==> src/rtl/fpu_op_sequencer.sv <==
// fpu_op_sequencer: command FIFO feeding a single-issue bfloat16 FPU.
// Optional sticky flag accumulation is enabled by defining FPU_SEQ_FLAG_ACCUM_EN.
module fpu_op_sequencer #(
    parameter int DEPTH   = 4,
    parameter int TIMEOUT = 64
) (
    input  logic        clk,
    input  logic        rst_l,
    input  logic        cmd_valid,
    output logic        cmd_ready,
    input  logic [4:0]  cmd_op,
    input  logic [15:0] cmd_rs1,
    input  logic [15:0] cmd_rs2,
    input  logic [15:0] cmd_rs3,
    input  logic [2:0]  cmd_rm,
    output logic        fpu_start,
    output logic [4:0]  fpu_op,
    output logic [15:0] fpu_a,
    output logic [15:0] fpu_b,
    output logic [15:0] fpu_c,
    output logic [2:0]  fpu_rm,
    input  logic        fpu_done,
    input  logic [15:0] fpu_result,
    input  logic [4:0]  fpu_flags,
    output logic        res_valid,
    output logic [15:0] res_data,
    output logic [4:0]  res_flags,
    input  logic        res_ready,
    output logic        busy,
    output logic        err_timeout,
    output logic [4:0]  acc_flags,
    input  logic        acc_clr
);
    localparam int AW = $clog2(DEPTH);
    localparam int CW = $clog2(TIMEOUT + 1);
    localparam logic [15:0] QNAN = 16'h7FC0;
    localparam logic [4:0]  NV   = 5'b10000;

    typedef enum logic [1:0] {IDLE, ISSUE, WAIT, HOLD} state_t;

    typedef struct packed {
        logic [4:0]  op;
        logic [15:0] rs1;
        logic [15:0] rs2;
        logic [15:0] rs3;
        logic [2:0]  rm;
    } cmd_t;

    cmd_t          mem_q [DEPTH];
    cmd_t          cmd_in;
    logic [AW-1:0] wr_ptr_q, rd_ptr_q;
    logic [AW:0]   cnt_q;
    logic          empty, full, push, pop;

    state_t        state_q, state_d;
    cmd_t          issue_q, issue_d;
    logic [15:0]   res_data_q, res_data_d;
    logic [4:0]    res_flags_q, res_flags_d;
    logic [CW-1:0] wcnt_q, wcnt_d;
    logic          err_q, err_d;

    assign cmd_in    = '{op: cmd_op, rs1: cmd_rs1, rs2: cmd_rs2,
                         rs3: cmd_rs3, rm: cmd_rm};
    assign empty     = (cnt_q == '0);
    assign full      = (cnt_q == (AW+1)'(DEPTH));
    assign cmd_ready = !full;
    assign push      = cmd_valid && cmd_ready;

    always_ff @(posedge clk) begin
        if (push) mem_q[wr_ptr_q] <= cmd_in;
    end

    always_ff @(posedge clk or negedge rst_l) begin
        if (!rst_l) begin
            wr_ptr_q <= '0;
            rd_ptr_q <= '0;
            cnt_q    <= '0;
        end else begin
            if (push) wr_ptr_q <= wr_ptr_q + 1'b1;
            if (pop)  rd_ptr_q <= rd_ptr_q + 1'b1;
            case ({push, pop})
                2'b10:   cnt_q <= cnt_q + 1'b1;
                2'b01:   cnt_q <= cnt_q - 1'b1;
                default: cnt_q <= cnt_q;
            endcase
        end
    end

    always_comb begin
        state_d     = state_q;
        issue_d     = issue_q;
        res_data_d  = res_data_q;
        res_flags_d = res_flags_q;
        wcnt_d      = '0;
        err_d       = err_q;
        pop         = 1'b0;
        fpu_start   = 1'b0;
        unique case (state_q)
            IDLE: begin
                if (!empty) begin
                    pop     = 1'b1;
                    issue_d = mem_q[rd_ptr_q];
                    state_d = ISSUE;
                end
            end
            ISSUE: begin
                if (issue_q.op[4]) begin
                    res_data_d  = QNAN;
                    res_flags_d = NV;
                    state_d     = HOLD;
                end else begin
                    fpu_start = 1'b1;
                    state_d   = WAIT;
                end
            end
            WAIT: begin
                if (fpu_done) begin
                    res_data_d  = fpu_result;
                    res_flags_d = fpu_flags;
                    state_d     = HOLD;
                end else if (wcnt_q == CW'(TIMEOUT - 1)) begin
                    // Give up on the FPU and return a canonical invalid result
                    res_data_d  = QNAN;
                    res_flags_d = NV;
                    err_d       = 1'b1;
                    state_d     = HOLD;
                end else begin
                    wcnt_d = wcnt_q + 1'b1;
                end
            end
            HOLD: begin
                if (res_ready) state_d = IDLE;
            end
            default: state_d = IDLE;
        endcase
    end

    always_ff @(posedge clk or negedge rst_l) begin
        if (!rst_l) begin
            state_q     <= IDLE;
            issue_q     <= '0;
            res_data_q  <= '0;
            res_flags_q <= '0;
            wcnt_q      <= '0;
            err_q       <= 1'b0;
        end else begin
            state_q     <= state_d;
            issue_q     <= issue_d;
            res_data_q  <= res_data_d;
            res_flags_q <= res_flags_d;
            wcnt_q      <= wcnt_d;
            err_q       <= err_d;
        end
    end

    assign fpu_op      = issue_q.op;
    assign fpu_a       = issue_q.rs1;
    assign fpu_b       = issue_q.rs2;
    assign fpu_c       = issue_q.rs3;
    assign fpu_rm      = issue_q.rm;
    assign res_valid   = (state_q == HOLD);
    assign res_data    = res_data_q;
    assign res_flags   = res_flags_q;
    assign err_timeout = err_q;
    assign busy        = (state_q != IDLE) || !empty;

`ifdef FPU_SEQ_FLAG_ACCUM_EN
    logic [4:0] acc_q;

    always_ff @(posedge clk or negedge rst_l) begin
        if (!rst_l) begin
            acc_q <= '0;
        end else if (acc_clr) begin
            acc_q <= '0;
        end else if (res_valid && res_ready) begin
            acc_q <= acc_q | res_flags_q;
        end
    end

    assign acc_flags = acc_q;
`else
    logic unused_acc_clr;
    assign unused_acc_clr = acc_clr;
    assign acc_flags      = 5'b0;
`endif

endmodule

==> config.mk <==
export PLATFORM = sky130hd
export DESIGN_NAME = fpu_op_sequencer
export DESIGN_NICKNAME = d
export VERILOG_FILES = /design/src/rtl/fpu_op_sequencer.sv
export SDC_FILE = /design/constraint.sdc
export NUM_CORES = 1
export LEC_CHECK = 0
export ABC_AREA = 1
export ABC_CLOCK_PERIOD_IN_PS = 9100
export BUFFER_PORTS_ARGS = -buffer_cell sky130_fd_sc_hd__buf_4
export CAP_MARGIN = 20
export CELL_PAD_IN_SITES_DETAIL_PLACEMENT = 0
export CELL_PAD_IN_SITES_GLOBAL_PLACEMENT = 1
export CORE_MARGIN = 5
export CORE_UTILIZATION = 45
export CTS_BUF_LIST = sky130_fd_sc_hd__clkbuf_8
export CTS_CLUSTER_SIZE = 40
export DETAILED_ROUTE_END_ITERATION = 7
export GPL_TIMING_DRIVEN = 0
export PLACE_DENSITY_LB_ADDON = 0.25
export SYNTH_ARGS = -nofsm -noshare
export SYNTH_HDL_FRONTEND = slang
export SYNTH_SLANG_ARGS = --single-unit
==> constraint.sdc <==
create_clock -name clk -period 9.1 [get_ports clk]
set_clock_uncertainty 0.05 [all_clocks]
set_input_delay 0.455 -clock clk [delete_from_list [all_inputs] [get_ports clk]]
set_output_delay 0.455 -clock clk [all_outputs]
set_load 0.02 [all_outputs]
Yosys cells after proc, flatten, opt, wreduce, memory -nomap -nowiden
Memories as Yosys holds them, arrays and structs flattened. A register that Yosys moved wholly into a read port is not among the register bits.
Index checks and enable logic that the tools add are counted.
- add/subtract/negate cells: 5
- $mul: 0
- div/mod/pow operators: 0
- $lt $le $gt $ge: 0
- equality and inequality tests: 11
- shifts and indexed selects: 0
- multiplexer cells: 24
- bitwise logic cells: 2
- reduce and logical (&&, ||, !) cells: 14
- operators with widths (cell ; count):
    2-to-1 mux 16 bit ; 3
    one-hot mux 16 bit (2 select lines) ; 1
    2-to-1 mux 7 bit ; 3
    2-to-1 mux 5 bit ; 3
    one-hot mux 5 bit (2 select lines) ; 1
    AND reduction 3 bit ; 3
    2-to-1 mux 2 bit ; 4
    one-hot mux 2 bit (4 select lines) ; 1
    adder 7 x 1 -> 7 bit (second input constant) ; 1
    == test 7 x 6 -> 1 bit (second input constant) ; 1
    2-to-1 mux 1 bit ; 7
    == test 2 bit (second input constant) ; 3
    one-hot mux 3 bit (2 select lines) ; 1
    nonzero test 2 bit ; 3
    adder 2 x 1 -> 2 bit (second input constant) ; 2
    == test 2 x 1 -> 1 bit (second input constant) ; 2
    != test 2 bit (second input constant) ; 2
    adder 3 x 1 -> 3 bit (second input constant) ; 1
    == test 3 bit (second input constant) ; 1
    logical NOT 1 bit ; 3
    logical NOT 3 bit ; 1
    != test 3 bit (second input constant) ; 1
    subtractor 3 x 1 -> 3 bit (second input constant) ; 1
    logical NOT 2 bit ; 1
    5 further kinds ; 6
- flip-flop bits (word level): 38
- bits in latches: 0
- bits in writable memories: 224
- memory bits (read-only): 0
- input bits: 83
- output and inout port bits: 87
- word-level logic and storage cells: 65
- memories kept: 1
- memory list (name ; depth ; width ; rd ports ; clocked after memory_dff ; wr ports ; line ; text):
    mem_q ; 4 ; 56 ; 1 ; 1 ; 1 ; 49 ; cmd_t mem_q [DEPTH];

Logic depth before layout (Yosys ltp)
Gate-level depths: netlist of the first run.
- depth after elaboration: 5
- depth in mapped cells: 10
- depth with buffers taken out: 9

Worst setup path before layout of the first run
Ideal clock, no wire load.
- path kind: register -> register
- start: register cnt_q[0]
- end: memory mem_q[0][0] in the netlist's numbering (enable)
- setup time: 0.470 ns
- arrival: 3.231 ns
- data required time: 8.580 ns
- setup slack: 5.349 ns
- cell stages (with the launch flop): 5
- buffers on the path: 0
- clock period less this slack: 3.751 ns
- path through: dfrtp_1 nor2_2 nand2_1 nand2_1 nor2_1
- cells in the longest elaborated chain, start to end: 5
- ends and longest elaborated chain (element ; line ; text):
    start, declared ; 52 ; logic [AW:0] cnt_q;
    start signal, assigned ; 82 ; 2'b10: cnt_q <= cnt_q + 1'b1;
    start signal, assigned ; 83 ; 2'b01: cnt_q <= cnt_q - 1'b1;
    start signal, assigned ; 84 ; default: cnt_q <= cnt_q;
    == test 3 bit ; 65 ; assign full = (cnt_q == (AW+1)'(DEPTH));
    logical NOT 1 bit ; 66 ; assign cmd_ready = !full;
    named net cmd_ready ; 10 ; output logic cmd_ready,
    logical AND 1 bit ; 67 ; assign push = cmd_valid && cmd_ready;
    2-to-1 mux 1 bit ; 70 ; if (push) mem_q[wr_ptr_q] <= cmd_in;
    2-to-1 mux 1 bit (implied by the code) ; 70 ;
    end, declared ; 49 ;
The timed path passes the listed nets, and every way through them passes these cells.

Worst setup path after layout of the first run
- start: register state_q[0]
- end: register cnt_q[2]
- cells in the longest elaborated chain, start to end: 4
- elaborated cells on any way between the ends: 6
- those cells by class: eq/ne (2); mux (2); reduce/logical (2)
- ends and longest elaborated chain (element ; line ; text):
    start, declared ; 55 ; state_t state_q, state_d;
    start signal, assigned ; 147 ; state_q <= state_d;
    logical NOT 2 bit (*) ; 98 ; unique case (state_q)
    2-to-1 mux 1 bit (*) ; 98 ;
    named net pop ; 53 ; logic empty, full, push, pop;
    == test 2 x 1 -> 1 bit or == test 2 bit (tied branches) ; 81 ; case ({push, pop})
    one-hot mux 3 bit (2 select lines) or nonzero test 2 bit (tied branches) ; n/a ;
Mark *: on every way through the listed nets, which the timed path passes. The rest lies on a longest branch.
A chain may end at the register's enable or synchronous reset.

==> load_flow_metrics.sql, run 1 <==
INSERT INTO impl_metrics (metric_group, metric, value, unit) VALUES
('cts', 'cts.reportedPaths.clkPinSlew', '0.06', 'ns'),
('detailed_routing', 'routed_wl', '29600', 'um'),
('placed_design', 'port_buffers', '163', ''),
('logic_synthesis', 'synth-warning-count', '0', ''),
('power_and_ir_drop', 'p_leak', '6.72', 'nW'),
('setup_path', 'arrival', '2.84', 'ns'),
('grt', 'grt_start_max_net_pins', '57', ''),
('hold_path', 'hold_path.class', 'input port to flop', ''),
('logic_synthesis', 'post_synth_edffs', '224', ''),
('cts', 'cts_max_path_buffers', '3', ''),
('timing', 'timing.final.ws_setup', '6.64', 'ns'),
('setup_path', 'crit_required', '9.48', 'ns'),
('logic_synthesis', 'synth_seq_area_share', '71.4', '%'),
('timing', 'grt_setup_unrepaired', 'false', ''),
('outcome', 'outcome', 'finished, final reports clean', ''),
('placed_design', 'dp_worst_setup_slack', '6.72', 'ns'),
('power_and_ir_drop', 'power_per_cell_area', '354', 'nW/um^2'),
('die', 'design.core.area', '27900', 'sq um'),
('cts', 'clkLatencyLatePin', '0.57', 'ns'),
('grt', 'total_routing_usage_reported_by_global_routing', '18.8', '%'),
('cts', 'number_of_buffers_inserted_by_post_cts_setup_repair', '0', ''),
('cells_and_area', 'postLayoutCoreUtil', '56.5', '%'),
('die', 'die_y', '178', 'um'),
('die', 'initial_utilization', '45.6', '%'),
('cts', 'tritoncts_num_sinks', '318', ''),
('timing', 'clock_period_minus_worst_slack', '2.46', 'ns'),
('setup_path', 'regToRegStartpoint', 'state_q[0]$_DFFE_PN0P_', ''),
('detailed_routing', 'drc_violations_left', '0', ''),
('detailed_routing', 'final_antenna_net_count', '0', ''),
('timing', 'timing_max_transition_violations_final', '0', ''),
('cts', 'cts-resized-gates', '0', ''),
('cts', 'numCtsBuffers', '52', ''),
('timing', 'final.period_utilization', '27.0', '%'),
('logic_synthesis', 'synth.lib_cells_used.distinct', '32', ''),
('hold_path', 'min_path_cells', '1', ''),
('cells_and_area', 'post_layout_net_count', '1448', ''),
('setup_path', 'worst-path-stages', '10', ''),
('timing', 'slew_headroom', '45.4', '%'),
('setup_path', 'critPathMaxFanout', '10', ''),
('logic_synthesis', 'post_synth_instance_area', '12700', 'sq um'),
('cts', 'cts_tree', 'done', ''),
('grt', 'wire_length_of_the_first_global_routing_pass', '46400', 'um'),
('setup_path', 'critical-path-max-stage-delay', '0.43', 'ns'),
('detailed_routing', 'routed-via-count', '8454', ''),
('die', 'chipWidth', '178', 'um'),
('cells_and_area', 'layout-drive-gt1-share', '22.6', '%'),
('die', 'ios', '170', ''),
('logic_synthesis', 'synthArstFlopShare', '29.6', '%'),
('grt', 'antenna_found_initial', '0', ''),
('logic_synthesis', 'ys_dominant_reg_cell', 'edfxtp_1', ''),
('die', 'placementRows', '61', ''),
('hold_path', 'worst_hold_startpoint', 'cmd_rs3[1]', ''),
('detailed_routing', 'wl_per_cell', '16.7', 'um'),
('setup_path', 'timing.critical_path.slowest_stage_cell', 'dfrtp_1', ''),
('setup_path', 'startpoint_type', 'flop', ''),
('cts', 'clock_tree.root_cell', 'clkbuf_8', ''),
('die', 'fp.dieArea', '31700', 'sq um'),
('timing', 'final-setup-viol-count', '0', ''),
('logic_synthesis', 'ys_ff_latch', '318', ''),
('logic_synthesis', 'synthesis.instances', '1121', ''),
('cells_and_area', 'area_delta_synth_final', '23.8', '%'),
('placed_design', 'gp_congestion', '0.753', ''),
('detailed_routing', 'drt_iter0_markers', '453', ''),
('detailed_routing', 'drt_first_pass_iters', '5', ''),
('timing', 'worstMarginPinSlew', '0.820', 'ns'),
('grt', 'grt-ovfl-total', '0', ''),
('cells_and_area', 'insertedDiodeCount', '0', ''),
('setup_path', 'worst-r2r-cell-count', '10', ''),
('timing', 'fin_tns_setup', '0', 'ns'),
('setup_path', 'path_common_cell', 'ha_1', ''),
('cts', 'cts-htree-levels', '2', '');
## final timing paths
check / to / slack, ns
max: cnt_q[2]$_DFFE_PN0P_ / 6.64
min: mem_q[0][4]$_DFFE_PP_ / 0.03
max reg2reg: cnt_q[2]$_DFFE_PN0P_ / 6.64
min reg2reg: wcnt_q[0]$_DFF_PN0_ / 0.41
max in group asynchronous: fpu_c[10]$_DFFE_PN0P_ / 7.81
min in group asynchronous: fpu_b[6]$_DFFE_PN0P_ / 0.49
## report_power, final
group	internal, mW	switching, mW	leakage [nW]
Combinational	0.802	1.41	2.92
Clock	0.673	0.560	0.579
Sequential	1.97	0.160	3.22
Total	3.45	2.13	6.72
## synthesized netlist by cell type (2+ instances only)
cell type | number | area (sq um)
nor2_4 | 2 | 22.5
a21oi_1 | 5 | 25.0
nand2_4 | 2 | 22.5
inv_2 | 2 | 7.51
buf_6 | 16 | 180
ha_1 | 11 | 138
buf_1 | 4 | 15.0
or2_2 | 4 | 25.0
nand2_1 | 295 | 1110
nand3b_1 | 12 | 90.1
or2_1 | 6 | 37.5
buf_2 | 22 | 110
nand2_2 | 3 | 18.8
xnor2_1 | 2 | 17.5
buf_4 | 9 | 67.6
o21ai_0 | 57 | 285
clkbuf_1 | 11 | 41.3
nor2_1 | 236 | 886
o21ai_1 | 58 | 290
inv_1 | 18 | 67.6
xor2_1 | 3 | 26.3
dfrtp_1 | 94 | 2350
edfxtp_1 | 224 | 6730
nand3_1 | 17 | 85.1
## state kept, by name, indices dropped and copies added, names as in the netlist, 2 cells and up
signal	count
cnt_q	3
fpu_a	16
fpu_b	16
fpu_c	16
fpu_op	5
fpu_rm	3
mem_q	224
rd_ptr_q	2
res_data	16
res_flags	5
state_q	2
wcnt_q	7
wr_ptr_q	2
## final cells by class
cell class              instances  area [sq um]  share of cell area [%]
flip-flops and latches        318          9080                    57.7
multi-input cells             724          3190                    20.2
repair buffers                174          1450                    9.24
clock buffers                  58           798                    5.07
well taps                     378           473                    3.01
plain buffers                  62           414                    2.63
clock inverters                39           253                    1.61
inverters                      21          81.3                   0.517
## logic make-up (layout without fill, tap and decap cells)
group / count (synthesis) / after routing / synth area share [%]
flops: 318 / 318 / 71.4
fa+ha+maj: 12 / 12 / 1.24
xor+xnor: 5 / 5 / 0.344
mux: 1 / 1 / 0.0886
compound gates: 122 / 122 / 4.85
simple gates: 579 / 579 / 18.2
other cells: 1 / 5 / 0.0295
buf+inv: 83 / 354 / 3.90
## stage by stage
| stage | hold slack, ns | power, mW | cell area [sq um] | std cells |
|---|---|---|---|---|
| after detailed placement | 0.401 | 4.40 | 14700 | 1675 |
| after global routing | 0.00289 | 5.98 | 15700 | 1774 |
| after global placement | 0.396 | 4.34 | 14400 | 1666 |
| after CTS | 0.000534 | 5.65 | 15700 | 1774 |
| final | 0.0300 | 5.58 | 15700 | 1774 |
| after floorplan | 0.109 | 3.54 | 12700 | 1125 |
## cell usage in the layout (no fill, tap or decap), types with 2 or more instances in the layout
| cell type | instances |
|---|---|
| inv_1 | 30 |
| nand2_4 | 2 |
| clkinv_1 | 10 |
| xnor2_1 | 2 |
| inv_2 | 2 |
| buf_6 | 16 |
| clkinvlp_4 | 4 |
| buf_12 | 5 |
| nor2_1 | 232 |
| or2_2 | 4 |
| nand3_1 | 17 |
| buf_1 | 4 |
| nand2_1 | 295 |
| clkinv_2 | 10 |
| clkbuf_8 | 58 |
| buf_2 | 22 |
| a21oi_1 | 5 |
| conb_1 | 5 |
| o21ai_0 | 57 |
| nor2_4 | 6 |
| or2_1 | 6 |
| dfrtp_1 | 94 |
| buf_16 | 4 |
| bufinv_16 | 3 |
| o21ai_1 | 58 |
| clkbuf_1 | 11 |
| xor2_1 | 3 |
| nand3b_1 | 12 |
| ha_1 | 11 |
| nand2_2 | 3 |
| buf_4 | 172 |
| dlygate4sd3_1 | 2 |
| edfxtp_1 | 224 |
## routing by layer
layer	GRT usage (%)	share of wire, %	vias to the layer above
li1	-	-	4194
met1	24.8	44	3934
met2	31.1	46	267
met3	4.30	6.8	59
met4	6.12	2.7	0
met5	0	0	-
## repair_timing
action,CTS,global route
hold endpoints to repair,59,0
hold buffers,2,0
setup endpoints to repair,0,0
Note: power is estimated with default switching activity, not from simulation.
==> run 2, diff against run 1 <==
Settings changed: ABC_CLOCK_PERIOD_IN_PS 9100 to 2200, CORE_UTILIZATION 45 to 43.
Clock period 9.1 ns to 2.2 ns, I/O delays scaled along.
==> load_flow_metrics.sql, run 2 (synthesis gave the netlist of run 1 again) <==
INSERT INTO impl_metrics (metric_group, metric, value, unit) VALUES
('setup_path', 'worstPathCellList', 'inv_1, ha_1, nand2_4, inv_6, ha_2, fa_1, a21oi_1, o21ai_0, xor2_1', ''),
('grt', 'grt-ovfl-total', '0', ''),
('detailed_routing', 'wl_per_cell', '16.6', 'um'),
('grt', 'wire_length_of_the_first_global_routing_pass', '49600', 'um'),
('power_and_ir_drop', 'clockPowerShare', '21.8', '%'),
('hold_path', 'hold_path.class', 'input port to async pin', ''),
('cells_and_area', 'post_layout_net_count', '1532', ''),
('cells_and_area', 'max_flop_register', 'mem_q', ''),
('power_and_ir_drop', 'p_leak', '7.10', 'nW'),
('cells_and_area', 'postLayoutCoreUtil', '56.4', '%'),
('flow_run', 'max_cap_viol_count', '0', ''),
('cts', 'cts.reportedPaths.clkPinSlew', '0.06', 'ns'),
('grt', 'number_of_global_route_vias_before_repair', '9316', ''),
('detailed_routing', 'final_antenna_net_count', '0', ''),
('cells_and_area', 'layout_commonest_cell', 'nand2_1', ''),
('power_and_ir_drop', 'internal-power', '14.4', 'mW'),
('grt', 'antenna_found_initial', '2', ''),
('setup_path', 'critical-path-max-stage-delay', '0.38', 'ns'),
('power_and_ir_drop', 'sequentialPowerShare', '37.9', '%'),
('timing', 'final_hold_viol_count', '0', ''),
('setup_path', 'timing.critical_path.slowest_stage_cell', 'fa_1', ''),
('cts', 'cts_tree', 'done', ''),
('cts', 'cts_max_path_buffers', '3', ''),
('grt', 'total_routing_usage_reported_by_global_routing', '18.7', '%'),
('cells_and_area', 'area_delta_synth_final', '30.5', '%'),
('cells_and_area', 'layout-drive-gt1-share', '21.3', '%'),
('cells_and_area', 'filler_cell_count', '2508', ''),
('setup_path', 'critPathMaxFanout', '13', ''),
('outcome', 'outcome', 'finished, final reports clean', ''),
('setup_path', 'arrival', '2.49', 'ns'),
('detailed_routing', 'detail_route.vias_per_cell', '4.74', ''),
('timing', 'timing_max_transition_violations_final', '0', ''),
('cts', 'clkLatencyLatePin', '0.55', 'ns'),
('cts', 'tritoncts_num_sinks', '318', ''),
('die', 'ios', '170', ''),
('timing', 'clock_period_minus_worst_slack', '2.11', 'ns'),
('power_and_ir_drop', 'power_per_cell_area', '1400', 'nW/um^2'),
('die', 'chipWidth', '182', 'um'),
('placed_design', 'port_buffers', '163', ''),
('cells_and_area', 'layout.cell_area.non_filler', '16600', 'sq um'),
('cts', 'cts-htree-levels', '2', ''),
('timing', 'max_clock_freq', '474', 'MHz'),
('die', 'die_y', '182', 'um'),
('cells_and_area', 'final_cell_mix', 'nand2_1, nor2_1, edfxtp_1', ''),
('die', 'fp.dieArea', '33100', 'sq um'),
('die', 'initial_utilization', '43.2', '%'),
('placed_design', 'hpwl', '19700', 'um'),
('timing', 'grt_setup_unrepaired', 'false', ''),
('timing', 'final.period_utilization', '95.9', '%'),
('power_and_ir_drop', 'switching_share', '38.1', '%'),
('setup_path', 'crit_path_end_kind', 'flop', ''),
('placed_design', 'gp_congestion', '0.726', ''),
('setup_path', 'startpoint_type', 'flop', ''),
('timing', 'timing.final.ws_setup', '0.0908', 'ns'),
('detailed_routing', 'drt_iter0_markers', '553', ''),
('setup_path', 'crit_required', '2.58', 'ns'),
('cells_and_area', 'max_ffs_per_register', '224', ''),
('power_and_ir_drop', 'fraction_of_power_consumed_by_combinational_cells', '40.3', '%'),
('power_and_ir_drop', 'power.net_switching', '8.87', 'mW'),
('die', 'placementRows', '63', ''),
('power_and_ir_drop', 'worst_ir_drop_vdd', '0.840', 'mV'),
('placed_design', 'dp_worst_setup_slack', '-0.310', 'ns'),
('cts', 'clock_tree.root_cell', 'clkbuf_8', ''),
('setup_path', 'crit_type', 'flop to flop', ''),
('detailed_routing', 'routed_wl', '31100', 'um'),
('power_and_ir_drop', 'fin_total_pwr', '23.3', 'mW'),
('detailed_routing', 'routed-via-count', '8879', ''),
('detailed_routing', 'drc_violations_left', '0', ''),
('timing', 'slew_headroom', '48.2', '%'),
('grt', 'grt_start_max_net_pins', '51', ''),
('die', 'design.core.area', '29400', 'sq um'),
('detailed_routing', 'drt_first_pass_iters', '5', ''),
('placed_design', 'placed_cell_area', '14700', 'sq um'),
('timing', 'final-setup-viol-count', '0', ''),
('timing', 'worstMarginPinSlew', '0.777', 'ns'),
('cts', 'numCtsBuffers', '53', '');
## run 2: changes by cell type in the layout (fill, tap and decap cells not counted), moves of 2 or more
cell | previous run | this run
inv_1 | 30 | 40
clkinv_2 | 10 | 4
clkbuf_8 | 58 | 62
buf_12 | 5 | 8
clkinvlp_4 | 4 | 1
dlygate4sd3_1 | 2 | 81
buf_16 | 4 | 1
buf_4 | 172 | 177
nand2_4 | 2 | 4
diode_2 | 0 | 2
clkinv_1 | 10 | 8
## run 2: timing repair
item | 4_1_cts | 5_1_grt
hold buffers | 81 | 0
endpoints found under the setup margin | 2 | 23
setup buffers | 2 | 3
resized for setup | 2 | 4
pin swaps | 0 | 2
hold endpoints to repair | 303 | 0
gates cloned | 0 | 0
## run 2: layout make-up
class / instances / area (sq um) / share of cell area, %
Clock buffer: 62 / 853 / 5.14
Inverter: 21 / 86.3 / 0.520
Clock inverter: 37 / 200 / 1.21
Buffer: 61 / 409 / 2.47
Multi-Input combinational cell: 724 / 3210 / 19.3
Sequential cell: 318 / 9080 / 54.7
Tap cell: 390 / 488 / 2.94
Timing Repair Buffer: 258 / 2260 / 13.6
Antenna cell: 2 / 5.00 / 0.0302
## run 2: worst paths after layout
path	from	endpoint	slack [ns]	cells after the start
min reg2reg	res_data[15]$_DFFE_PN0P_	res_data[15]$_DFFE_PN0P_	0.42	2
max in group asynchronous	rst_l	res_flags[1]$_DFFE_PN0P_	1.27	3
min	rst_l	fpu_b[8]$_DFFE_PN0P_	0.12	2
min in group clk	cmd_rs3[12]	mem_q[3][15]$_DFFE_PP_	0.23	2
max	state_q[0]$_DFFE_PN0P_	cnt_q[2]$_DFFE_PN0P_	0.09	9
max reg2reg	state_q[0]$_DFFE_PN0P_	cnt_q[2]$_DFFE_PN0P_	0.09	9
## run 2: metal layers
metal | GRT usage [%] | wire, um | share of wire, %
met1 | 25.4 | 14100 | 45
met2 | 31.2 | 14600 | 47
met3 | 3.41 | 1740 | 5.6
met4 | 5.19 | 675 | 2.2
met5 | 0 | 0 | 0
## run 2: through the flow
| stage | std cells | TNS (ns) | hold WS, ns |
|---|---|---|---|
| final | 1873 | 0 | 0.123 |
| after detailed placement | 1687 | -0.604 | 0.193 |
| after global routing | 1873 | 0 | 0.172 |
| after global placement | 1678 | -131.03 | 0.261 |
| after floorplan | 1125 | 0 | -0.236 |
| after CTS | 1868 | 0 | 0.136 |
## run 2: worst max-delay path: cells and delay by family, from the launching register on
family,cells,cell delay (ns)
DFF,1,0.35
AOI/OAI and AO/OA,2,0.27
adders and majority gates,3,0.83
buffers and inverters,2,0.18
and+or+nand+nor,1,0.13
xor gates and xnor gates,1,0.16
## run 2: power groups by stage
stage | combinational, mW | sequential (mW) | clock, mW
after floorplan | 4.97 | 9.67 | 0
after detailed placement | 9.29 | 8.94 | 0
after CTS | 9.51 | 8.82 | 5.18
after global placement | 8.98 | 8.94 | 0
final | 9.38 | 8.83 | 5.07
after global routing | 10.5 | 8.98 | 5.48
==> run 3, diff against run 2 <==
Settings changed: CORE_UTILIZATION 43 to 40, SLEW_MARGIN from default to 40.
==> load_flow_metrics.sql, run 3 (synthesis gave the netlist of run 1 again) <==
INSERT INTO impl_metrics (metric_group, metric, value, unit) VALUES
('detailed_routing', 'routed-via-count', '8788', ''),
('power_and_ir_drop', 'worst_ir_drop_vdd', '0.659', 'mV'),
('grt', 'grt-ovfl-total', '0', ''),
('cells_and_area', 'layout_commonest_cell', 'nand2_1', ''),
('detailed_routing', 'routed_wl', '31000', 'um'),
('die', 'design.core.area', '31500', 'sq um'),
('grt', 'total_routing_usage_reported_by_global_routing', '17.2', '%'),
('setup_path', 'critPathMaxFanout', '13', ''),
('setup_path', 'startpoint_type', 'flop', ''),
('cts', 'clkLatencyLatePin', '0.57', 'ns'),
('placed_design', 'dp_worst_setup_slack', '-0.307', 'ns'),
('cts', 'cts_tree', 'done', ''),
('hold_path', 'worst_hold_startpoint', 'cmd_rs3[14]', ''),
('timing', 'clock_period_minus_worst_slack', '2.09', 'ns'),
('cells_and_area', 'filler_cell_count', '2749', ''),
('timing', 'final-setup-viol-count', '0', ''),
('timing', 'grt_setup_unrepaired', 'false', ''),
('hold_path', 'min_path_cells', '2', ''),
('detailed_routing', 'detail_route.vias_per_cell', '4.65', ''),
('power_and_ir_drop', 'power_per_cell_area', '1390', 'nW/um^2'),
('detailed_routing', 'wl_per_cell', '16.4', 'um'),
('setup_path', 'crit_path_end_kind', 'flop', ''),
('timing', 'timing_max_transition_violations_final', '0', ''),
('detailed_routing', 'final_antenna_net_count', '0', ''),
('setup_path', 'crit_required', '2.60', 'ns'),
('placed_design', 'port_buffers', '163', ''),
('cts', 'cts.reportedPaths.clkPinSlew', '0.06', 'ns'),
('timing', 'final.period_utilization', '95.2', '%'),
('placed_design', 'hpwl', '20200', 'um'),
('timing', 'worstMarginPinSlew', '0.623', 'ns'),
('timing', 'max_clock_freq', '478', 'MHz'),
('timing', 'holdWs', '0.231', 'ns'),
('cells_and_area', 'max_ffs_per_register', '224', ''),
('setup_path', 'worst-r2r-cell-count', '7', ''),
('grt', 'grt_start_max_net_pins', '95', ''),
('die', 'ios', '170', ''),
('cts', 'clock_tree.root_cell', 'clkbuf_8', ''),
('power_and_ir_drop', 'p_leak', '7.16', 'nW'),
('hold_path', 'hold_path.class', 'input port to flop', ''),
('setup_path', 'setup.reg_to_reg.worst_slack', '0.11', 'ns'),
('timing', 'final_hold_viol_count', '0', ''),
('cells_and_area', 'max_flop_register', 'mem_q', ''),
('timing', 'timing.final.ws_setup', '0.106', 'ns'),
('detailed_routing', 'drt_first_pass_iters', '5', ''),
('placed_design', 'gp_congestion', '0.761', ''),
('detailed_routing', 'drt_iter0_markers', '425', ''),
('detailed_routing', 'drc_violations_left', '0', ''),
('die', 'initial_utilization', '40.4', '%'),
('timing', 'slew_headroom', '58.5', '%'),
('cts', 'numCtsBuffers', '52', ''),
('cts', 'tritoncts_num_sinks', '318', ''),
('setup_path', 'regToRegStartpoint', 'state_q[0]$_DFFE_PN0P_', ''),
('cells_and_area', 'layout-drive-gt1-share', '21.7', '%'),
('setup_path', 'arrival', '2.49', 'ns'),
('hold_path', 'hold_path_end', 'mem_q[3][17]$_DFFE_PP_', ''),
('setup_path', 'worstReg2RegEnd', 'cnt_q[1]$_DFFE_PN0P_', ''),
('grt', 'number_of_global_route_vias_before_repair', '8946', ''),
('cells_and_area', 'final_cell_mix', 'nand2_1, nor2_1, edfxtp_1', ''),
('die', 'fp.dieArea', '35500', 'sq um'),
('die', 'placementRows', '65', ''),
('die', 'chipWidth', '188', 'um'),
('cells_and_area', 'area_delta_synth_final', '31.7', '%'),
('cells_and_area', 'postLayoutCoreUtil', '53.2', '%'),
('grt', 'antenna_found_initial', '2', ''),
('cts', 'cts_max_path_buffers', '3', ''),
('setup_path', 'crit_type', 'flop to flop', ''),
('power_and_ir_drop', 'fin_total_pwr', '23.4', 'mW'),
('timing', 'fin_tns_setup', '0', 'ns'),
('cells_and_area', 'post_layout_net_count', '1537', ''),
('die', 'die_y', '188', 'um'),
('flow_run', 'max_cap_viol_count', '0', ''),
('outcome', 'outcome', 'finished, final reports clean', ''),
('grt', 'wire_length_of_the_first_global_routing_pass', '48700', 'um'),
('cts', 'cts-htree-levels', '2', '');
run 3: cell count changes in the layout (fill, tap and decap cells not counted), moves of 2 or more:
cell and change:
clkinv_1 -3, buf_16 +8, clkinv_2 +2, buf_8 +8
buf_12 -8, buf_4 -3
run 3: stage by stage:
step | instance area [sq um] | instances
2_1_floorplan | 12800 | 1125
3_3_place_gp | 14500 | 1690
3_5_place_dp | 14800 | 1705
4_1_cts | 16700 | 1885
5_1_grt | 16800 | 1890
6_report | 16800 | 1890
run 3: layout make-up:
class	count	area [sq um]	share of cell area, %
Buffer	61	409	2.44
Clock buffer	63	867	5.18
Clock inverter	35	173	1.03
Antenna cell	2	5.00	0.0299
Multi-Input combinational cell	724	3200	19.1
Inverter	21	86.3	0.515
Tap cell	402	503	3.00
Sequential cell	318	9080	54.2
Timing Repair Buffer	264	2430	14.5
run 3: layer usage:
| layer | routed length [um] | GRT usage, % | up-vias |
|---|---|---|---|
| met3 | 1830 | 3.87 | 35 |
| met5 | 0 | 0 | - |
| met2 | 14600 | 28.6 | 240 |
| met4 | 420 | 4.34 | 0 |
| li1 | - | - | 4366 |
| met1 | 14100 | 23.2 | 4147 |
run 3: power breakdown:
group	internal (mW)	switching, mW
Combinational	3.59	5.99
Clock	2.71	2.28
Sequential	8.16	0.632
Total	14.5	8.90
run 3: repair_timing:
action                                 CTS  global route
endpoints found under the hold margin  348            26
hold buffers                            81             1
gates resized for setup                  2             3
gates cloned                             0             0
setup endpoints to repair                2             2
pin swaps                                0             0
buffers inserted                         2             1
run 3: how the worst max path moves through the flow:
stage                                       from                endpoint  slack (ns)  cells past startpoint
after floorplan             cnt_q[0]$_DFFE_PN0P_   mem_q[0][0]$_DFFE_PP_        0.02                      4
after global placement      cnt_q[0]$_DFFE_PN0P_  mem_q[3][54]$_DFFE_PP_       -0.68                      4
after detailed placement  state_q[0]$_DFFE_PN0P_    cnt_q[2]$_DFFE_PN0P_       -0.31                     10
after CTS                 state_q[0]$_DFFE_PN0P_    cnt_q[2]$_DFFE_PN0P_       0.002                      9
after global routing      state_q[0]$_DFFE_PN0P_    cnt_q[1]$_DFFE_PN0P_       0.002                      7
final                     state_q[0]$_DFFE_PN0P_    cnt_q[1]$_DFFE_PN0P_        0.11                      7
run 3: worst max-delay path, stage by stage (launching register included):
cell and delay, ns:
dfrtp_1 0.39, inv_1 0.12, ha_2 0.23, nand2_4 0.10, inv_6 0.15, ha_1 0.23
fa_1 0.42, mux2_2 0.27
